### src/rtl/tlb_maint_ctrl_pkg.sv
// Shared definitions for the TLB maintenance controller: entry layout, MAS field
// positions, command encodings and controller state enum.
package tlb_maint_ctrl_pkg;

    localparam int NENTRY  = 16;
    localparam int IDX_W   = 4;
    localparam int ENTRY_W = 72;

    // Packed entry layout, LSB offsets (MSB->LSB: V, IPROT, TID, TS, TSIZE, EPN, X0X1, WIMGE, RPN, U0_U3, PERMIS)
    localparam int E_PERMIS_LSB = 0;
    localparam int E_PERMIS_W   = 6;
    localparam int E_U_LSB      = 6;
    localparam int E_U_W        = 4;
    localparam int E_RPN_LSB    = 10;
    localparam int E_RPN_W      = 20;
    localparam int E_WIMGE_LSB  = 30;
    localparam int E_WIMGE_W    = 5;
    localparam int E_X_LSB      = 35;
    localparam int E_X_W        = 2;
    localparam int E_EPN_LSB    = 37;
    localparam int E_EPN_W      = 20;
    localparam int E_TSIZE_LSB  = 57;
    localparam int E_TSIZE_W    = 4;
    localparam int E_TS_BIT     = 61;
    localparam int E_TID_LSB    = 62;
    localparam int E_TID_W      = 8;
    localparam int E_IPROT_BIT  = 70;
    localparam int E_V_BIT      = 71;

    localparam logic [1:0] OP_TLBWE = 2'b00;
    localparam logic [1:0] OP_TLBRE = 2'b01;
    localparam logic [1:0] OP_FLASH = 2'b10;
    localparam logic [1:0] OP_RSVD  = 2'b11;

    localparam int MAS0_ESEL_LSB    = 12;
    localparam int MAS0_TLBSEL_LSB  = 28;
    localparam int MAS1_V_BIT       = 0;
    localparam int MAS1_IPROT_BIT   = 1;
    localparam int MAS1_TID_LSB     = 8;
    localparam int MAS1_TS_BIT      = 19;
    localparam int MAS1_TSIZE_LSB   = 20;
    localparam int MAS2_EPN_LSB     = 12;
    localparam int MAS2_X_LSB       = 5;
    localparam int MAS2_WIMGE_LSB   = 0;
    localparam int MAS3_RPN_LSB     = 12;
    localparam int MAS3_U_LSB       = 6;
    localparam int MAS3_PERMIS_LSB  = 0;
    localparam int MAS4_TLBSELD_LSB = 28;
    localparam int MAS4_TSIZED_LSB  = 8;
    localparam int MAS4_XD_LSB      = 5;
    localparam int MAS4_WIMGED_LSB  = 0;

    typedef enum logic [2:0] {
        ST_IDLE,
        ST_WRITE,
        ST_RD_REQ,
        ST_RD_WAIT,
        ST_FL_RD,
        ST_FL_WR,
        ST_MISS_LD
    } state_e;

endpackage

### src/rtl/tlb_entry_pack.sv
// Combinational MAS1..MAS3 <-> packed TLB entry conversion, shared by the IMMU and DMMU.
module tlb_entry_pack
    import tlb_maint_ctrl_pkg::*;
(
    input  logic [31:0]        pk_mas1,
    input  logic [31:0]        pk_mas2,
    input  logic [31:0]        pk_mas3,
    output logic [ENTRY_W-1:0] pk_entry,
    input  logic [ENTRY_W-1:0] up_entry,
    output logic [31:0]        up_mas1,
    output logic [31:0]        up_mas2,
    output logic [31:0]        up_mas3
);

    // MAS bits with no entry field are simply dropped.
    logic unused_pk;
    assign unused_pk = ^{pk_mas1, pk_mas2, pk_mas3};

    always_comb begin
        pk_entry = '0;
        pk_entry[E_V_BIT]                       = pk_mas1[MAS1_V_BIT];
        pk_entry[E_IPROT_BIT]                   = pk_mas1[MAS1_IPROT_BIT];
        pk_entry[E_TID_LSB +: E_TID_W]          = pk_mas1[MAS1_TID_LSB +: E_TID_W];
        pk_entry[E_TS_BIT]                      = pk_mas1[MAS1_TS_BIT];
        pk_entry[E_TSIZE_LSB +: E_TSIZE_W]      = pk_mas1[MAS1_TSIZE_LSB +: E_TSIZE_W];
        pk_entry[E_EPN_LSB +: E_EPN_W]          = pk_mas2[MAS2_EPN_LSB +: E_EPN_W];
        pk_entry[E_X_LSB +: E_X_W]              = pk_mas2[MAS2_X_LSB +: E_X_W];
        pk_entry[E_WIMGE_LSB +: E_WIMGE_W]      = pk_mas2[MAS2_WIMGE_LSB +: E_WIMGE_W];
        pk_entry[E_RPN_LSB +: E_RPN_W]          = pk_mas3[MAS3_RPN_LSB +: E_RPN_W];
        pk_entry[E_U_LSB +: E_U_W]              = pk_mas3[MAS3_U_LSB +: E_U_W];
        pk_entry[E_PERMIS_LSB +: E_PERMIS_W]    = pk_mas3[MAS3_PERMIS_LSB +: E_PERMIS_W];
    end

    always_comb begin
        up_mas1 = '0;
        up_mas2 = '0;
        up_mas3 = '0;
        up_mas1[MAS1_V_BIT]                     = up_entry[E_V_BIT];
        up_mas1[MAS1_IPROT_BIT]                 = up_entry[E_IPROT_BIT];
        up_mas1[MAS1_TID_LSB +: E_TID_W]        = up_entry[E_TID_LSB +: E_TID_W];
        up_mas1[MAS1_TS_BIT]                    = up_entry[E_TS_BIT];
        up_mas1[MAS1_TSIZE_LSB +: E_TSIZE_W]    = up_entry[E_TSIZE_LSB +: E_TSIZE_W];
        up_mas2[MAS2_EPN_LSB +: E_EPN_W]        = up_entry[E_EPN_LSB +: E_EPN_W];
        up_mas2[MAS2_X_LSB +: E_X_W]            = up_entry[E_X_LSB +: E_X_W];
        up_mas2[MAS2_WIMGE_LSB +: E_WIMGE_W]    = up_entry[E_WIMGE_LSB +: E_WIMGE_W];
        up_mas3[MAS3_RPN_LSB +: E_RPN_W]        = up_entry[E_RPN_LSB +: E_RPN_W];
        up_mas3[MAS3_U_LSB +: E_U_W]            = up_entry[E_U_LSB +: E_U_W];
        up_mas3[MAS3_PERMIS_LSB +: E_PERMIS_W]  = up_entry[E_PERMIS_LSB +: E_PERMIS_W];
    end

endmodule

### src/rtl/tlb_maint_ctrl.sv
// TLB maintenance controller: tlbwe, tlbre, flash invalidate and IMMU miss default loading.
// Flash-invalidate sweep is built only with TLB_FLASH_INV_EN defined; otherwise op 10 is reserved.
module tlb_maint_ctrl
    import tlb_maint_ctrl_pkg::*;
(
    input  logic               clk,
    input  logic               rst,
    input  logic               cmd_valid,
    input  logic [1:0]         cmd_op,
    output logic               cmd_ready,
    input  logic [31:0]        mas0_in,
    input  logic [31:0]        mas1_in,
    input  logic [31:0]        mas2_in,
    input  logic [31:0]        mas3_in,
    input  logic [31:0]        mas4_in,
    input  logic               miss,
    input  logic [19:0]        miss_epn,
    input  logic               miss_is,
    input  logic [7:0]         pid0,
    output logic               miss_ack,
    output logic [3:0]         mas_we,
    output logic [31:0]        mas0_out,
    output logic [31:0]        mas1_out,
    output logic [31:0]        mas2_out,
    output logic [31:0]        mas3_out,
    output logic               tlb_we,
    output logic [3:0]         tlb_idx,
    output logic [ENTRY_W-1:0] tlb_wdata,
    output logic               tlb_re,
    input  logic [ENTRY_W-1:0] tlb_rdata,
    output logic               done,
    output logic               err,
    output logic [3:0]         nv
);

    state_e           state_q, state_d;
    logic [IDX_W-1:0] k_q, k_d;
    logic [IDX_W-1:0] esel_q, esel_d;
    logic [IDX_W-1:0] nv_q, nv_d;
    logic             err_q, err_d;

    logic [ENTRY_W-1:0] pk_entry;
    logic [31:0]        up_mas1, up_mas2, up_mas3;
    logic [ENTRY_W-1:0] fl_wdata;

    logic unused_in;
    assign unused_in = ^{mas0_in, mas4_in};

    tlb_entry_pack u_pack (
        .pk_mas1  (mas1_in),
        .pk_mas2  (mas2_in),
        .pk_mas3  (mas3_in),
        .pk_entry (pk_entry),
        .up_entry (tlb_rdata),
        .up_mas1  (up_mas1),
        .up_mas2  (up_mas2),
        .up_mas3  (up_mas3)
    );

    always_comb begin
        fl_wdata          = tlb_rdata;
        fl_wdata[E_V_BIT] = 1'b0;
    end

    always_comb begin
        state_d   = state_q;
        k_d       = k_q;
        esel_d    = esel_q;
        nv_d      = nv_q;
        err_d     = 1'b0;
        cmd_ready = 1'b0;
        miss_ack  = 1'b0;
        mas_we    = 4'b0000;
        mas0_out  = '0;
        mas1_out  = '0;
        mas2_out  = '0;
        mas3_out  = '0;
        tlb_we    = 1'b0;
        tlb_re    = 1'b0;
        tlb_idx   = '0;
        tlb_wdata = '0;
        done      = 1'b0;
        err       = 1'b0;

        case (state_q)
            ST_IDLE: begin
                // A rejected op reports done/err from IDLE, one cycle after accept.
                done      = err_q;
                err       = err_q;
                cmd_ready = !miss && !err_q;
                if (miss) begin
                    state_d = ST_MISS_LD;
                end else if (cmd_valid && !err_q) begin
                    esel_d = mas0_in[MAS0_ESEL_LSB +: IDX_W];
                    k_d    = '0;
                    case (cmd_op)
                        OP_TLBWE: state_d = ST_WRITE;
                        OP_TLBRE: state_d = ST_RD_REQ;
`ifdef TLB_FLASH_INV_EN
                        OP_FLASH: state_d = ST_FL_RD;
`endif
                        default:  err_d = 1'b1;
                    endcase
                end
            end
            ST_WRITE: begin
                tlb_we    = 1'b1;
                tlb_idx   = esel_q;
                tlb_wdata = pk_entry;
                done      = 1'b1;
                state_d   = ST_IDLE;
            end
            ST_RD_REQ: begin
                tlb_re  = 1'b1;
                tlb_idx = esel_q;
                state_d = ST_RD_WAIT;
            end
            ST_RD_WAIT: begin
                mas1_out = up_mas1;
                mas2_out = up_mas2;
                mas3_out = up_mas3;
                mas_we   = 4'b1110;
                done     = 1'b1;
                state_d  = ST_IDLE;
            end
`ifdef TLB_FLASH_INV_EN
            ST_FL_RD: begin
                tlb_re  = 1'b1;
                tlb_idx = k_q;
                state_d = ST_FL_WR;
            end
            ST_FL_WR: begin
                tlb_idx = k_q;
                // Protected entries survive the flash untouched.
                if (!tlb_rdata[E_IPROT_BIT]) begin
                    tlb_we    = 1'b1;
                    tlb_wdata = fl_wdata;
                end
                k_d = k_q + IDX_W'(1);
                if (k_q == IDX_W'(NENTRY - 1)) begin
                    done    = 1'b1;
                    state_d = ST_IDLE;
                end else begin
                    state_d = ST_FL_RD;
                end
            end
`endif
            ST_MISS_LD: begin
                mas0_out[MAS0_ESEL_LSB +: IDX_W]          = nv_q;
                mas0_out[MAS0_TLBSEL_LSB]                 = mas4_in[MAS4_TLBSELD_LSB];
                mas1_out[MAS1_V_BIT]                      = 1'b1;
                mas1_out[MAS1_TID_LSB +: E_TID_W]         = pid0;
                mas1_out[MAS1_TS_BIT]                     = miss_is;
                mas1_out[MAS1_TSIZE_LSB +: E_TSIZE_W]     = mas4_in[MAS4_TSIZED_LSB +: E_TSIZE_W];
                mas2_out[MAS2_EPN_LSB +: E_EPN_W]         = miss_epn;
                mas2_out[MAS2_X_LSB +: E_X_W]             = mas4_in[MAS4_XD_LSB +: E_X_W];
                mas2_out[MAS2_WIMGE_LSB +: E_WIMGE_W]     = mas4_in[MAS4_WIMGED_LSB +: E_WIMGE_W];
                mas_we   = 4'b0111;
                miss_ack = 1'b1;
                nv_d     = nv_q + IDX_W'(1);
                state_d  = ST_IDLE;
            end
            default: state_d = ST_IDLE;
        endcase
    end

    assign nv = nv_q;

    always_ff @(posedge clk) begin
        if (rst) begin
            state_q <= ST_IDLE;
            k_q     <= '0;
            esel_q  <= '0;
            nv_q    <= '0;
            err_q   <= 1'b0;
        end else begin
            state_q <= state_d;
            k_q     <= k_d;
            esel_q  <= esel_d;
            nv_q    <= nv_d;
            err_q   <= err_d;
        end
    end

endmodule
### config.mk
export PLATFORM = sky130hd
export DESIGN_NAME = tlb_maint_ctrl
export DESIGN_NICKNAME = d
export VERILOG_FILES = /design/src/rtl/tlb_maint_ctrl_pkg.sv /design/src/rtl/tlb_entry_pack.sv /design/src/rtl/tlb_maint_ctrl.sv
export SDC_FILE = /design/constraint.sdc
export NUM_CORES = 1
export LEC_CHECK = 0
export ABC_CLOCK_PERIOD_IN_PS = 4000
export CORE_AREA = 2 2 191 193
export DETAILED_ROUTE_END_ITERATION = 8
export DIE_AREA = 0 0 193 195
export PLACE_DENSITY = 0.32
export SYNTH_ARGS = -nofsm -noshare
export SYNTH_HDL_FRONTEND = slang
export SYNTH_SLANG_ARGS = --single-unit
### constraint.sdc
create_clock -name clk -period 4 [get_ports clk]
set_input_delay 0.4 -clock clk [delete_from_list [all_inputs] [get_ports clk]]
set_output_delay 0.4 -clock clk [all_outputs]
set_load 0.01 [all_outputs]
==> flow_summary.html <==
<table>
<tr><th>Metric</th><th>Value</th></tr>
<tr><th colspan="2">Run status</th></tr>
<tr><td>Status</td><td>completed</td></tr>
<tr><th colspan="2">GRT</th></tr>
<tr><td>Antenna violations before repair</td><td>2</td></tr>
<tr><td>Wire length of the first global-routing pass</td><td>18100 µm</td></tr>
<tr><td>Vias in the first global route</td><td>3160</td></tr>
<tr><td>GRT Total Usage</td><td>0.0634</td></tr>
<tr><td>GR met3 Demand/Resource</td><td>0.0286</td></tr>
<tr><td>Overall overflow remaining after global route</td><td>0</td></tr>
<tr><td>Met1 Track Usage GR</td><td>0.0614</td></tr>
<tr><td>Pin count of the biggest net entering global routing</td><td>74</td></tr>
<tr><td>Global routing usage on met2</td><td>0.124</td></tr>
<tr><td>Layer with the highest usage</td><td>met2</td></tr>
<tr><th colspan="2">Clock network</th></tr>
<tr><td>Clk Tree Root Cell</td><td>clkbuf_16</td></tr>
<tr><td>Clock latency reported for the late side of the worst-skew pair</td><td>240 ps</td></tr>
<tr><td>CTS Buf Count</td><td>3</td></tr>
<tr><td>CTS H-tree lvls</td><td>1</td></tr>
<tr><td>Clock-pin slew on the worst setup and hold paths</td><td>40 ps</td></tr>
<tr><td>Total number of clock tree sinks</td><td>12</td></tr>
<tr><td>Postcts setup bufs</td><td>0</td></tr>
<tr><td>Number of buffers between clock root and the deepest sink</td><td>2</td></tr>
<tr><td>TritonCTS clock tree</td><td>built</td></tr>
<tr><td>Post-CTS Hold Buffers</td><td>0</td></tr>
<tr><td>Quantity of gates resized following cts</td><td>0</td></tr>
<tr><th colspan="2">Critical path</th></tr>
<tr><td>Reg-to-reg setup timing slack</td><td>2210 ps</td></tr>
<tr><td>CP Class</td><td>reg2out</td></tr>
<tr><td>Crit end category</td><td>output pin</td></tr>
<tr><td>Worst endpoint required time</td><td>3600 ps</td></tr>
<tr><td>Critical path's slowest cell</td><td>and3b_2</td></tr>
<tr><td>Data arrival time at the worst-slack endpoint</td><td>2580 ps</td></tr>
<tr><td>CP cell instances</td><td>and3b_2 &gt; buf_4 &gt; a22o_1 &gt; clkdlybuf4s50_1</td></tr>
<tr><td>Highest net fanout along the worst path</td><td>25</td></tr>
<tr><td>Crit path largest cell delay</td><td>630 ps</td></tr>
<tr><td>Worst Setup Start Kind</td><td>flop</td></tr>
<tr><th colspan="2">Timing</th></tr>
<tr><td>Unrepaired setup endpoints after global routing</td><td>no</td></tr>
<tr><td>Crit share post-route</td><td>0.745</td></tr>
<tr><td>Aggregate negative setup slack</td><td>0 ps</td></tr>
<tr><td>Final slew viol count</td><td>0</td></tr>
<tr><td>Worst slew margin relative to its limit</td><td>0.625</td></tr>
<tr><td>Fmax</td><td>0.335 GHz</td></tr>
<tr><td>Worst path setup slack after routing</td><td>1020 ps</td></tr>
<tr><td>Period minus WS final</td><td>2980 ps</td></tr>
<tr><td>Slew @ Worst Pin</td><td>560 ps</td></tr>
<tr><td>Setup violations, final</td><td>0</td></tr>
<tr><td>Hold violation total from the final report</td><td>0</td></tr>
<tr><td>Worst Skew</td><td>0.920 ps</td></tr>
<tr><th colspan="2">Layout</th></tr>
<tr><td>Antenna diode count</td><td>0</td></tr>
<tr><td>FF+latch area</td><td>240 µm²</td></tr>
<tr><td>Area grow syn2layout</td><td>185%</td></tr>
<tr><td>Fraction of layout cells with a size suffix above 1</td><td>0.0284</td></tr>
<tr><td>Layout Nets</td><td>904</td></tr>
<tr><td>Area occupied by multi-input gates</td><td>1620 µm²</td></tr>
<tr><td>FILL cells</td><td>3991</td></tr>
<tr><th colspan="2">Placed design</th></tr>
<tr><td>Total of buffers placed on input and output ports</td><td>361</td></tr>
<tr><td>Place WS</td><td>1230 ps</td></tr>
<tr><td>DP Wirelength</td><td>11600 µm</td></tr>
<tr><td>Global placement routability congestion</td><td>0.687</td></tr>
<tr><th colspan="2">Power</th></tr>
<tr><td>Worst-case vdd ir drop</td><td>0.167 mV</td></tr>
<tr><td>Power density normalized to cell area</td><td>134 nW/µm²</td></tr>
<tr><td>P_leak</td><td>2.27 nW</td></tr>
<tr><th colspan="2">Synth</th></tr>
<tr><td>Number of instances in the synthesized netlist</td><td>292</td></tr>
<tr><td>Number of register bits inferred by synthesis</td><td>12</td></tr>
<tr><td>Area of the mapped netlist</td><td>2160 µm²</td></tr>
<tr><td>Number of unique standard cell types used by synthesis</td><td>32</td></tr>
<tr><td>Portion of the post-synthesis area used by sequential elements</td><td>0.111</td></tr>
<tr><td>Synthesized area divided by synthesized cell count</td><td>7.41 µm²</td></tr>
<tr><td>Synth warn</td><td>0</td></tr>
<tr><th colspan="2">Route</th></tr>
<tr><td>Post-Route WL</td><td>13600 µm</td></tr>
<tr><td>DR vias/cell</td><td>2.89</td></tr>
<tr><td>Wire length per cell after detailed routing</td><td>12.4 µm</td></tr>
<tr><td>DR pass1 iterations</td><td>4</td></tr>
<tr><td>Vias</td><td>3166</td></tr>
<tr><td>Antenna Violating Nets Remaining</td><td>0</td></tr>
<tr><td>Number of DRC violations after detailed-routing iteration 0</td><td>55</td></tr>
<tr><td>Post-route DRC</td><td>0</td></tr>
<tr><th colspan="2">Die</th></tr>
<tr><td>Row cnt</td><td>69</td></tr>
<tr><td>Die H</td><td>195 µm</td></tr>
<tr><td>Die Area</td><td>37600 µm²</td></tr>
<tr><td>Core region area</td><td>35400 µm²</td></tr>
<tr><td>Number of primary I/O pins</td><td>485</td></tr>
<tr><td>Initial core utilization</td><td>0.0612</td></tr>
<tr><td>Die Width</td><td>193 µm</td></tr>
<tr><th colspan="2">Hold path</th></tr>
<tr><td>Path category of the worst min-delay check</td><td>reg2reg</td></tr>
<tr><th colspan="2">Flow run</th></tr>
<tr><td>Maximum capacitance violations</td><td>0</td></tr>
</table>
## metal layers
metal  up-vias  wire length [µm]
met1      1347              4560
met3         8              2030
met4         2               128
met2       264              6870
li1       1545                 -
met5         -                13
## worst paths after layout
| path | startpoint | endpoint | depth (start not counted) |
|---|---|---|---|
| max | state_q[2]$_SDFFE_PP0P_ | mas1_out[20] | 4 |
| min reg2reg | esel_q[3]$_SDFFE_PP0P_ | esel_q[3]$_SDFFE_PP0P_ | 2 |
| min | esel_q[3]$_SDFFE_PP0P_ | esel_q[3]$_SDFFE_PP0P_ | 2 |
| max reg2reg | state_q[2]$_SDFFE_PP0P_ | nv[3]$_SDFFE_PP0N_ | 3 |
## state kept, by name, summed over array words and instances, names as in the netlist
| register | cells |
|---|---|
| esel_q | 4 |
| state_q | 3 |
| nv | 4 |
| err_q | 1 |
## synth_stat cells
library cell  instances  area [µm²]
and2_1              112         701
mux2_2                1        11.3
nor2b_1               1        6.26
buf_2                 6        30.0
or4_4                 1        11.3
nor3b_4               1        18.8
nand2b_1              9        56.3
a21o_1                1        7.51
inv_1                 2        7.51
o21ba_2               1        10.0
or2_2                 1        6.26
a21oi_1               3        15.0
conb_1                1        3.75
and3b_2               2        20.0
nand4_1               1        6.26
nor4b_1               1        8.76
xor2_1                1        8.76
nor3b_1               2        15.0
clkbuf_1             18        67.6
o21ai_0               1        5.00
buf_6                 1        11.3
nand4b_1              1        8.76
ha_1                  1        12.5
nor3_1                2        10.0
nor4_1                1        6.26
mux2i_1               5        50.1
a22o_1               40         350
buf_4                52         390
nor2_1                7        26.3
dfxtp_1              12         240
xnor2_1               2        17.5
nor3b_2               2        25.0
## cells by family after synthesis
family | Yosys count | share of synthesized area
simple gates | 144 | 0.428
buf+inv | 79 | 0.234
compound gates | 46 | 0.179
flops | 12 | 0.111
mux | 6 | 0.0283
xor+xnor | 3 | 0.0121
fa+ha+maj | 1 | 0.00578
other cells | 1 | 0.00173
## worst max-delay path: cells and delay by family, from the launching register on
kind / cells / cell delay [ps]
AND/OR/NAND/NOR: 1 / 630
flip-flops: 1 / 610
buffers and inverters: 2 / 920
AO/OA/AOI/OAI: 1 / 170
## stage by stage
| step | utilization | cells | area (µm²) | hold WS, ps | power (mW) |
|---|---|---|---|---|---|
| after floorplan | - | 342 | 2350 | 445 | 0.338 |
| after global placement | 0.172 | 1092 | 6100 | 464 | 0.663 |
| after CTS | 0.175 | 1095 | 6180 | 471 | 0.843 |
| final | 0.175 | 1095 | 6180 | 465 | 0.827 |
| after detailed placement | 0.172 | 1092 | 6100 | 459 | 0.658 |
| after global routing | 0.175 | 1095 | 6180 | 504 | 0.884 |
## layout make-up
cell class | count | share of cell area
Timing Repair Buffer | 366 | 0.593
Tap cell | 461 | 0.0933
Multi-Input combinational cell | 251 | 0.262
Inverter | 2 | 0.00121
Sequential cell | 12 | 0.0389
Clock buffer | 3 | 0.0121
## where the power goes
| part | internal (mW) | switching [mW] | total, mW |
|---|---|---|---|
| Clock | 0.130 | 0.0498 | 0.180 |
| Combinational | 0.331 | 0.176 | 0.507 |
| Sequential | 0.126 | 0.0138 | 0.140 |
| Total | 0.587 | 0.240 | 0.827 |
## cell usage in the layout (no fill, tap or decap)
master	count
mux2i_1	5
mux2_2	1
buf_4	4
or2_2	1
nor4_1	1
nor3b_1	1
o21ba_2	1
and2_1	112
buf_12	1
a21oi_1	3
nand4_1	1
conb_1	51
and3b_2	2
nor2b_1	1
nor3b_4	2
xnor2_1	2
a22o_1	40
nor3_1	2
nand2b_1	9
clkdlybuf4s50_1	361
clkbuf_16	3
a21o_1	1
nor4b_1	1
nor3b_2	2
nor2_1	7
or4_4	1
nand4b_1	1
o21ai_0	1
xor2_1	1
ha_1	1
inv_1	2
dfxtp_1	12
Power figures use the tool's default switching activity.
